--- config.mk ---
export PLATFORM = sky130hd
export DESIGN_NAME = regfile_scoreboard
export DESIGN_NICKNAME = d
export VERILOG_FILES = /design/src/rtl/regfile_scoreboard.sv
export SDC_FILE = /design/constraint.sdc
export NUM_CORES = 1
export LEC_CHECK = 0
export CORE_ASPECT_RATIO = 0.6
export CORE_MARGIN = 2
export CORE_UTILIZATION = 40
export CTS_CLUSTER_SIZE = 28
export DETAILED_ROUTE_END_ITERATION = 16
export PLACE_DENSITY = 0.7
export SYNTH_ARGS = -nofsm -noshare
export SYNTH_HDL_FRONTEND = slang
export SYNTH_SLANG_ARGS = --single-unit
--- constraint.sdc ---
create_clock -name clk -period 5.3 [get_ports clk]
set_input_delay 1.06 -clock clk [delete_from_list [all_inputs] [get_ports clk]]
set_output_delay 1.06 -clock clk [all_outputs]
set_load 0.02 [all_outputs]
--- src/rtl/regfile_scoreboard.sv ---
// -----------------------------------------------------------------------------
// regfile_scoreboard
//   General-purpose register file with a per-register busy-bit scoreboard.
//   Issue logic reserves a destination register and the writeback write
//   releases it. There is one write port and two read ports, and each read
//   port can optionally bypass write data issued in the same cycle.
//
// Ports
//   clk                    rising-edge clock
//   reset                  asynchronous, active-low reset
//   wr_en/wr_addr/wr_data  write port (out-of-range addresses are ignored)
//   rd_addr_a/b            read indices
//   rd_data_a/b            read data (combinational, 0 when out of range)
//   rd_busy_a/b            busy bit of the addressed register (combinational)
//   rsv_en/rsv_addr        reservation request
//   rsv_ok                 reservation accepted this cycle (combinational)
//   flush                  clear every busy bit at the next edge
//   busy_vec               registered busy bits, bit i = register i
//   reg_dump               registered contents, register i at [i*DATA_WIDTH +: DATA_WIDTH]
// -----------------------------------------------------------------------------
module regfile_scoreboard #(
    parameter int                    DATA_WIDTH  = 16,
    parameter int                    NUM_REGS    = 8,
    parameter int                    BYPASS      = 1,
    parameter logic [DATA_WIDTH-1:0] RESET_VALUE = '0,
    localparam int                   ADDR_W      = $clog2(NUM_REGS)
) (
    input  logic                           clk,
    input  logic                           reset,
    input  logic                           wr_en,
    input  logic [ADDR_W-1:0]              wr_addr,
    input  logic [DATA_WIDTH-1:0]          wr_data,
    input  logic [ADDR_W-1:0]              rd_addr_a,
    input  logic [ADDR_W-1:0]              rd_addr_b,
    output logic [DATA_WIDTH-1:0]          rd_data_a,
    output logic [DATA_WIDTH-1:0]          rd_data_b,
    output logic                           rd_busy_a,
    output logic                           rd_busy_b,
    input  logic                           rsv_en,
    input  logic [ADDR_W-1:0]              rsv_addr,
    output logic                           rsv_ok,
    input  logic                           flush,
    output logic [NUM_REGS-1:0]            busy_vec,
    output logic [NUM_REGS*DATA_WIDTH-1:0] reg_dump
);

    logic [DATA_WIDTH-1:0] regs_q [NUM_REGS];
    logic [DATA_WIDTH-1:0] regs_d [NUM_REGS];
    logic [NUM_REGS-1:0]   busy_q;
    logic [NUM_REGS-1:0]   busy_d;
    logic                  wr_valid;
    logic                  rsv_busy;

    // NUM_REGS need not be a power of two, so the top address codes may be unused.
    function automatic logic in_range(input logic [ADDR_W-1:0] addr);
        return {1'b0, addr} < (ADDR_W+1)'(NUM_REGS);
    endfunction

    // Writes are gated by reset so that nothing commits or bypasses while reset is held.
    assign wr_valid = reset & wr_en & in_range(wr_addr);

    always_comb begin
        rsv_busy = 1'b0;
        for (int i = 0; i < NUM_REGS; i++) begin
            if (rsv_addr == ADDR_W'(i)) rsv_busy = busy_q[i];
        end
    end

    // A busy register can be re-reserved in the cycle where its writeback lands.
    assign rsv_ok = reset & rsv_en & ~flush & in_range(rsv_addr) &
                    (~rsv_busy | (wr_en & (wr_addr == rsv_addr)));

    always_comb begin
        rd_data_a = '0;
        rd_busy_a = 1'b0;
        for (int i = 0; i < NUM_REGS; i++) begin
            if (rd_addr_a == ADDR_W'(i)) begin
                rd_data_a = regs_q[i];
                rd_busy_a = busy_q[i];
            end
        end
        if ((BYPASS != 0) && wr_valid && (wr_addr == rd_addr_a)) begin
            rd_data_a = wr_data;
            rd_busy_a = 1'b0;
        end
    end

    always_comb begin
        rd_data_b = '0;
        rd_busy_b = 1'b0;
        for (int i = 0; i < NUM_REGS; i++) begin
            if (rd_addr_b == ADDR_W'(i)) begin
                rd_data_b = regs_q[i];
                rd_busy_b = busy_q[i];
            end
        end
        if ((BYPASS != 0) && wr_valid && (wr_addr == rd_addr_b)) begin
            rd_data_b = wr_data;
            rd_busy_b = 1'b0;
        end
    end

    // Priority on a busy bit: flush > reservation > writeback release.
    always_comb begin
        regs_d = regs_q;
        busy_d = busy_q;
        for (int i = 0; i < NUM_REGS; i++) begin
            if (wr_valid && (wr_addr == ADDR_W'(i))) begin
                regs_d[i] = wr_data;
                busy_d[i] = 1'b0;
            end
            if (rsv_ok && (rsv_addr == ADDR_W'(i))) busy_d[i] = 1'b1;
            if (flush) busy_d[i] = 1'b0;
        end
    end

    always_ff @(posedge clk or negedge reset) begin
        if (!reset) begin
            busy_q <= '0;
            for (int i = 0; i < NUM_REGS; i++) regs_q[i] <= RESET_VALUE;
        end else begin
            busy_q <= busy_d;
            regs_q <= regs_d;
        end
    end

    assign busy_vec = busy_q;

    for (genvar gi = 0; gi < NUM_REGS; gi++) begin : g_dump
        assign reg_dump[gi*DATA_WIDTH +: DATA_WIDTH] = regs_q[gi];
    end

endmodule

**Word level (Yosys, flattened, before mapping)**

Cells that the tools add are included.

- Register bits after elaboration: 136
- Bits of input ports: 33
- Output and inout bits: 171
- Logic and storage cells: 153

- Equality and inequality tests: 31
- Mux-type cells: 68
- Bitwise operators: 8
- Reduce and logical (&&, ||, !) cells: 30

Operator list:

| operator | number |
|---|---|
| $mux 16 | 18 |
| $mux 1 | 50 |
| $eq 3x3->1 const B | 16 |
| $eq 3x2->1 const B | 8 |
| $reduce_bool 3->1 | 8 |
| $logic_and 1x1->1 | 18 |
| $eq 3x1->1 const B | 4 |
| $logic_not 3->1 | 4 |
| $eq 3x3->1 | 3 |
| $and 1x1->1 | 5 |
| $not 1->1 | 2 |
| $or 1x1->1 | 1 |

**Depth between registers and ports, before layout**

Gate-level depths: netlist (run 1).

- Depth after elaboration: 15
- Depth in mapped cells: 8
- Gate-level depth less buffers: 5

**Worst setup path before layout (run 1)**

Ideal clock, no wire load.

- Kind: input-to-output
- Start point: input rd_addr_b[1]
- End point: output rd_data_b[4]
- Arrival: 2575 ps
- Required time: 4240 ps
- Setup slack: 1665 ps
- Stages: 8
- Path buffers: 3
- Cell sequence: buf_2 > nand2b_1 > clkbuf_1 > clkbuf_1 > o221ai_1 > o21ai_0 > o21ai_0 > o21ai_0

- Word-level cells in the longest chain between the ends: 10
- Elaborated cells between the ends (all ways): 19
- Classes of those cells: eq/ne (8); mux (9); reduce/logical (2)

Ends and longest elaborated chain:

| element | line | source |
|---|---|---|
| start: declaration | 34 | `input logic [ADDR_W-1:0] rd_addr_b,` |
| $logic_not 3->1 | 92 | `if (rd_addr_b == ADDR_W'(i)) begin` |
| $mux 16 (8 in series) | 92 |  |
| $mux 16 (*) | 97 | `if ((BYPASS != 0) && wr_valid && (wr_addr == rd_addr_b)) begin` |
| end: declaration | 36 | `output logic [DATA_WIDTH-1:0] rd_data_b,` |

Every way passes the cells marked *; elsewhere a longest branch is shown, timed or not.

**Final worst setup path (run 1)**

- Start point: input wr_addr[2]
- End point: output rd_data_a[12]

- Word-level cells in the longest chain between the ends: 3

Ends and longest elaborated chain:

| element | line | source |
|---|---|---|
| start: declaration | 31 | `input logic [ADDR_W-1:0] wr_addr,` |
| $eq 3x3->1 | 82 | `if ((BYPASS != 0) && wr_valid && (wr_addr == rd_addr_a)) begin` |
| $logic_and 1x1->1 | 82 |  |
| $mux 16 | 82 |  |
| end: declaration | 35 | `output logic [DATA_WIDTH-1:0] rd_data_a,` |

No other way between the ends.

==> parameters.txt, run 1 <==
Parameter                              Value

Outcome
  Run status    complete, no violations

Synth
  Share of synthesized cell area in and, or, nand and nor gates    6.59%
  Synthesized-area fraction occupied by xor and xnor cells    0.957%
  Area of the mapped netlist    0.00823 mm^2
  Synth Instances    736
  Top post-synthesis cells by area    dfrtp_1 (41%), mux2_2 (19%), mux4_2 (7.7%)
  Ys flop type    dfrtp_1
  Mux contribution to synthesized area    32.8%
  Post-synthesis adder-cell area fraction    0%
  Main combinational cell family by area after synthesis    multiplexers
  Commonest cells post-synth    mux2_2 (141), dfrtp_1 (136), o21ai_0 (80)
  Average size of a mapped cell    11.2 um^2
  Post-synth EDFFs    0
  Most instantiated library cell after synthesis    mux2_2
  Total nets after synthesis    769
  Area share of the largest cell type after synthesis    41.3%
  Complex-gate fraction of the synthesized area    12.8%
  Yosys warning count    0
  Register bit total from synthesis    136
  Fraction of the yosys area taken by sequential cells    41.3%
  Cell type with the largest total area after synthesis    dfrtp_1
  Synth unique cells    45
  Share of async-settable or async-resettable flops after synthesis    100%

Global routing
  First-pass GRT wire length    43.2 mm
  Antenna violations before repair    0
  GRT Residual Overflow    0
  Aggregate global-route resource usage    26.4%
  Pin count of the biggest net entering global routing    69
  Vias in the first global route    6843

Setup path
  Kind of start point of the critical path    input pin
  Biggest fanout along the worst timing path    12
  Arrival time reported for the critical path endpoint    3.67 ns
  Data required time at the worst endpoint    4.24 ns
  Category of the worst setup path capture point    output pin
  CP Class    input pin to output pin

Clock network
  Number of H-tree levels    4
  Source-to-sink clock delay at the later pin of the worst-skew pair    0.41 ns
  Sinks on Clock Net    136
  Hold-fix buffers at CTS    0
  # Post-CTS Setup Buffers    0
  Post-cts sizing count    0
  Clk root buf    clkbuf_16
  TritonCTS clock tree    yes
  Number of CTS-inserted buffers    17
  Clock input transition at the sequential cells of the worst setup and hold paths    0.06 ns
  Number of buffers on the longest clock path    2

STA
  Maximum clock frequency    211 MHz
  Total count of max-transition violations in the final report    0
  Worst-Margin Slew    1.29 ns
  Setup repair after global routing missed its margin    false
  Fraction of the cycle the final worst path needs    89.2%
  Final WS setup    0.571 ns
  Skew final    0.00580 ns
  Setup Viol. Count Final    0
  Final critical-path required period    4.73 ns
  Headroom to the max-slew limit    13.9%
  Total Negative Setup Slacks    0 ns
  Worst Hold Slack    0.425 ns
  Final hold violation count    0

Layout
  Number of inserted diodes    0
  Total Nets Final    945
  Final Instance Area    0.0111 mm^2
  Fraction of final layout cells with drive strength greater than 1    27.1%
  P&R area growth vs syn    34.6%
  Final cell count without fillers    1198
  Finished Core Util    55.1%

Die
  Core Area    0.0201 mm^2
  I/O Pins    204
  Overall die height    115 um
  Die width    189 um
  Starting utilization of the core area    40.9%
  Number of placement rows    40
  Die footprint    0.0218 mm^2

Placed design
  Placer Congestion    0.898
  Placed Area    0.0105 mm^2
  Half-perimeter wire length of the detailed placement result    19.3 mm
  Port-buffer cells    203
  Number of placed instances, taps included    1166
  Post-place setup slack    0.599 ns

Route
  Total length of routed wires    28.4 mm
  Number of violations reported at the end of detailed-routing iteration 0    715
  Wire length per cell    23.7 um
  Number of search-and-repair iterations in the first detailed-routing pass    5
  Detailed-route via count    7079
  Avg Vias per Cell    5.91
  Number of nets still failing antenna checks after routing    0
  Drc violations    0

Power
  Power density relative to cell area    409 mW/mm^2
  Leak pwr    4.47 nW
  Total Power    4.53 mW
  Max rail drop VDD    237 uV

Min path
  Class of the tightest hold or removal check    input pin to asynchronous set/reset pin

Flow run
  Number of maximum-capacitance constraint violations    0
[logic make-up (layout without fill, tap and decap cells)]
kind of cell              count (synthesis)  count (layout)
AOI/OAI and AO/OA                       171             171
xor gates and xnor gates                  9               9
buffers and inverters                    95             284
DFF                                     136             136
muxes                                   217             217
and+or+nand+nor                         108             108
[state kept, by name, indices dropped and copies added (netlist names)]
signal    cells
busy_vec      8
reg_dump    128
[layout by cell type, fill, tap and decap left out, drive strengths merged, types with 2 or more instances in the layout]
cell type	instances
a21oi	31
a22oi	10
buf	36
bufinv	3
clkbuf	18
clkdlybuf4s50	196
clkinv	6
clkinvlp	3
dfrtp	136
inv	22
mux2	142
mux2i	47
mux4	28
nand2	38
nand2b	11
nand3	8
nand3b	2
nor2	23
nor2b	3
nor3	13
nor4	2
o211ai	14
o21ai	83
o221ai	19
o32ai	5
o41ai	2
or4	2
xor2	9
[layout make-up]
class	count	area (um^2)
fillers	1743	9040
flip-flops and latches	136	3400
clock buffers	18	439
repair buffers	232	2230
clock inverters	14	171
well taps	273	342
multi-input cells	505	4420
inverters	20	75.1
[layer usage]
layer	share of wire [%]	up-vias	track usage, %
met5	0	-	0
met4	1.3	0	5.94
met3	9.1	29	6.26
met2	42	405	37.7
met1	47	3562	40.3
li1	-	3083	-
[report_power, final]
part / internal (mW) / switching, mW / total (mW)
registers: 1.27 / 0.307 / 1.58
logic: 0.892 / 0.821 / 1.71
clock network: 0.756 / 0.487 / 1.24
total: 2.92 / 1.61 / 4.53
[worst max-delay path, stage by stage]
cell	delay, ns
clkdlybuf4s50_1	0.65
xor2_1	0.17
nor4_4	0.56
buf_12	0.21
a21oi_1	0.05
a21oi_1	0.29
clkdlybuf4s50_1	0.67
[path summary, 6_finish.rpt]
kind	from	endpoint	slack, ns	depth (start not counted)
min in group clk	reg_dump[74]	reg_dump[74]	0.56	1
max reg2reg	busy_vec[3]	busy_vec[6]	3.71	6
max	wr_addr[2]	rd_data_a[12]	0.57	7
min	reset	reg_dump[38]	0.43	1
min reg2reg	reg_dump[74]	reg_dump[74]	0.56	1
max in group asynchronous	reset	reg_dump[57]	3.76	2
Power figures use the tool's default switching activity.
==> run 2, diff against run 1 <==
Settings changed: CTS_BUF_LIST set to sky130_fd_sc_hd__clkbuf_16.
==> run 2 against run 1 <==
Net effect:
- flip-flop and latch count is the same
- non-clock buffer count did not move
- sequential share of layout area barely moved
- first-iteration DRC count grew 1.3%
- critical path depth unchanged
- sequential power hardly changed
- maximum frequency up 0.12%
- global-route usage about the same
- clock skew decreased by 0.0027 ns
- power fell by 0.36%
==> parameters.txt, run 2 (same netlist as run 1, synthesis figures left out) <==
Parameter                              Value

Layout
  Finished Core Util    55.0% (about the same)
  Most frequent standard cell in the layout excluding fill and tap cells    clkdlybuf4s50_1
  Fraction of final layout cells with drive strength greater than 1    27.0% (-0.11 points)
  Commonest cells after routing, fill and taps aside    clkdlybuf4s50_1 (196), mux2_2 (141), dfrtp_1 (136)
  Total Nets Final    945 (unchanged)
  Number of inserted diodes    0 (unchanged)
  Largest register FFs    128 (unchanged)
  P&R area growth vs syn    34.5% (about the same)
  Final cell count without fillers    1198 (unchanged)
  FILL cells    1742 (-0.057%)

STA
  Total count of max-transition violations in the final report    0 (unchanged)
  Maximum clock frequency    212 MHz (+0.12%)
  Worst-Margin Slew    1.26 ns (-0.0316 ns)
  Total Negative Setup Slacks    0 ns (unchanged)
  Setup repair after global routing missed its margin    false
  Headroom to the max-slew limit    16.0% (+2.1 points)
  Fraction of the cycle the final worst path needs    89.1% (-0.11 points)
  Final critical-path required period    4.72 ns (-0.00585 ns)
  Final WS setup    0.576 ns (+0.00585 ns)
  Setup Viol. Count Final    0 (unchanged)
  Final hold violation count    0 (unchanged)
  Skew final    0.00315 ns (-0.00265 ns)

Setup path
  Reg2Reg Depth    6 (unchanged)
  Reg-to-reg startpoint    busy_vec[2]
  CP Class    input pin to output pin
  Launch point of the critical path    wr_addr[2]
  Biggest fanout along the worst timing path    12 (unchanged)
  Register-to-register setup slack    3.70 ns (about the same)
  Data required time at the worst endpoint    4.24 ns (about the same)
  Category of the worst setup path capture point    output pin
  Critical Path Sink    rd_data_a[12]
  Capture instance of the worst register-to-register path    busy_vec[6]
  Arrival time reported for the critical path endpoint    3.66 ns (about the same)
  Kind of start point of the critical path    input pin

Global routing
  First-pass GRT wire length    43.3 mm (+0.19%)
  Antenna violations before repair    0 (unchanged)
  Aggregate global-route resource usage    26.4% (+0.034 points)
  GRT Residual Overflow    0 (unchanged)
  Pin count of the biggest net entering global routing    69 (unchanged)
  Vias in the first global route    6859 (+0.23%)

Die
  Number of placement rows    40 (unchanged)
  Core Area    0.0201 mm^2 (unchanged)
  Die footprint    0.0218 mm^2 (unchanged)
  Starting utilization of the core area    40.9% (unchanged)
  I/O Pins    204 (unchanged)
  Overall die height    115 um (unchanged)
  Die width    189 um (unchanged)

Placed design
  Placer Congestion    0.898 (unchanged)
  Port-buffer cells    203 (unchanged)
  Number of placed instances, taps included    1166 (unchanged)
  Half-perimeter wire length of the detailed placement result    19.3 mm (unchanged)
  Post-place setup slack    0.599 ns (unchanged)

Route
  Number of violations reported at the end of detailed-routing iteration 0    724 (+1.3%)
  Number of nets still failing antenna checks after routing    0 (unchanged)
  Avg Vias per Cell    5.96 (+0.85%)
  Wire length per cell    23.6 um (-0.17%)
  Detailed-route via count    7139 (+0.85%)
  Number of search-and-repair iterations in the first detailed-routing pass    5 (unchanged)
  Drc violations    0 (unchanged)
  Total length of routed wires    28.3 mm (-0.17%)

Flow run
  Number of maximum-capacitance constraint violations    0 (unchanged)

Clock network
  Source-to-sink clock delay at the later pin of the worst-skew pair    0.41 ns (about the same)
  Hold-fix buffers at CTS    0 (unchanged)
  Number of buffers on the longest clock path    2 (unchanged)
  Post-cts sizing count    0 (unchanged)
  TritonCTS clock tree    yes
  Number of CTS-inserted buffers    17 (unchanged)
  Sinks on Clock Net    136 (unchanged)
  Clock input transition at the sequential cells of the worst setup and hold paths    0.06 ns (about the same)
  # Post-CTS Setup Buffers    0 (unchanged)
  Number of H-tree levels    4 (unchanged)
  Clk root buf    clkbuf_16

Power
  Power density relative to cell area    408 mW/mm^2 (-0.27%)
  Max rail drop VDD    236 uV (-0.39%)
  Leak pwr    4.47 nW (-0.13%)

Min path
  Class of the tightest hold or removal check    input pin to asynchronous set/reset pin

Outcome
  Run status    complete, no violations
==> run 2: cell type report <==
type	count	area [um^2]	share of cell area [%]
timing repair buffer	232	2230	20.2
inverter	20	75.1	0.678
multi-input combinational	505	4420	39.9
sequential	136	3400	30.7
clock inverter	15	175	1.58
clock buffer	17	425	3.84
tap	273	342	3.08
==> run 2: metal layers <==
metal / track usage (%) / routed length [um]
met1: 40.3 / 13400
met2: 37.8 / 12000
met3: 6.26 / 2570
met4: 5.94 / 375
met5: 0 / 0
==> run 2: critical path: stages <==
cell	delay, ns
clkdlybuf4s50_1	0.65
xor2_1	0.17
nor4_4	0.55
buf_12	0.21
a21oi_1	0.05
a21oi_1	0.29
clkdlybuf4s50_1	0.67
==> run 2: how the worst min path moves through the flow <==
stage	end	slack (ns)	cells after the start
floorplan	reg_dump[76]	0.64	1
global placement	reg_dump[59]	0.54	1
detailed placement	reg_dump[67]	0.55	1
CTS	reg_dump[38]	0.42	1
global route	reg_dump[38]	0.41	1
finish	reg_dump[38]	0.43	1
==> run 2: metrics by stage <==
| stage | cell area [um^2] | hold slack (ns) | total power [mW] |
|---|---|---|---|
| after floorplan | 8230 | 0.644 | 2.43 |
| after global placement | 10500 | 0.537 | 3.27 |
| after detailed placement | 10500 | 0.551 | 3.28 |
| after CTS | 11100 | 0.417 | 4.52 |
| after global routing | 11100 | 0.415 | 4.71 |
| final | 11100 | 0.426 | 4.51 |
==> run 2: power breakdown <==
part           internal (mW)  total, mW  switching, mW
clock network          0.742       1.23          0.486
logic                  0.892       1.71          0.820
registers               1.27       1.58          0.307
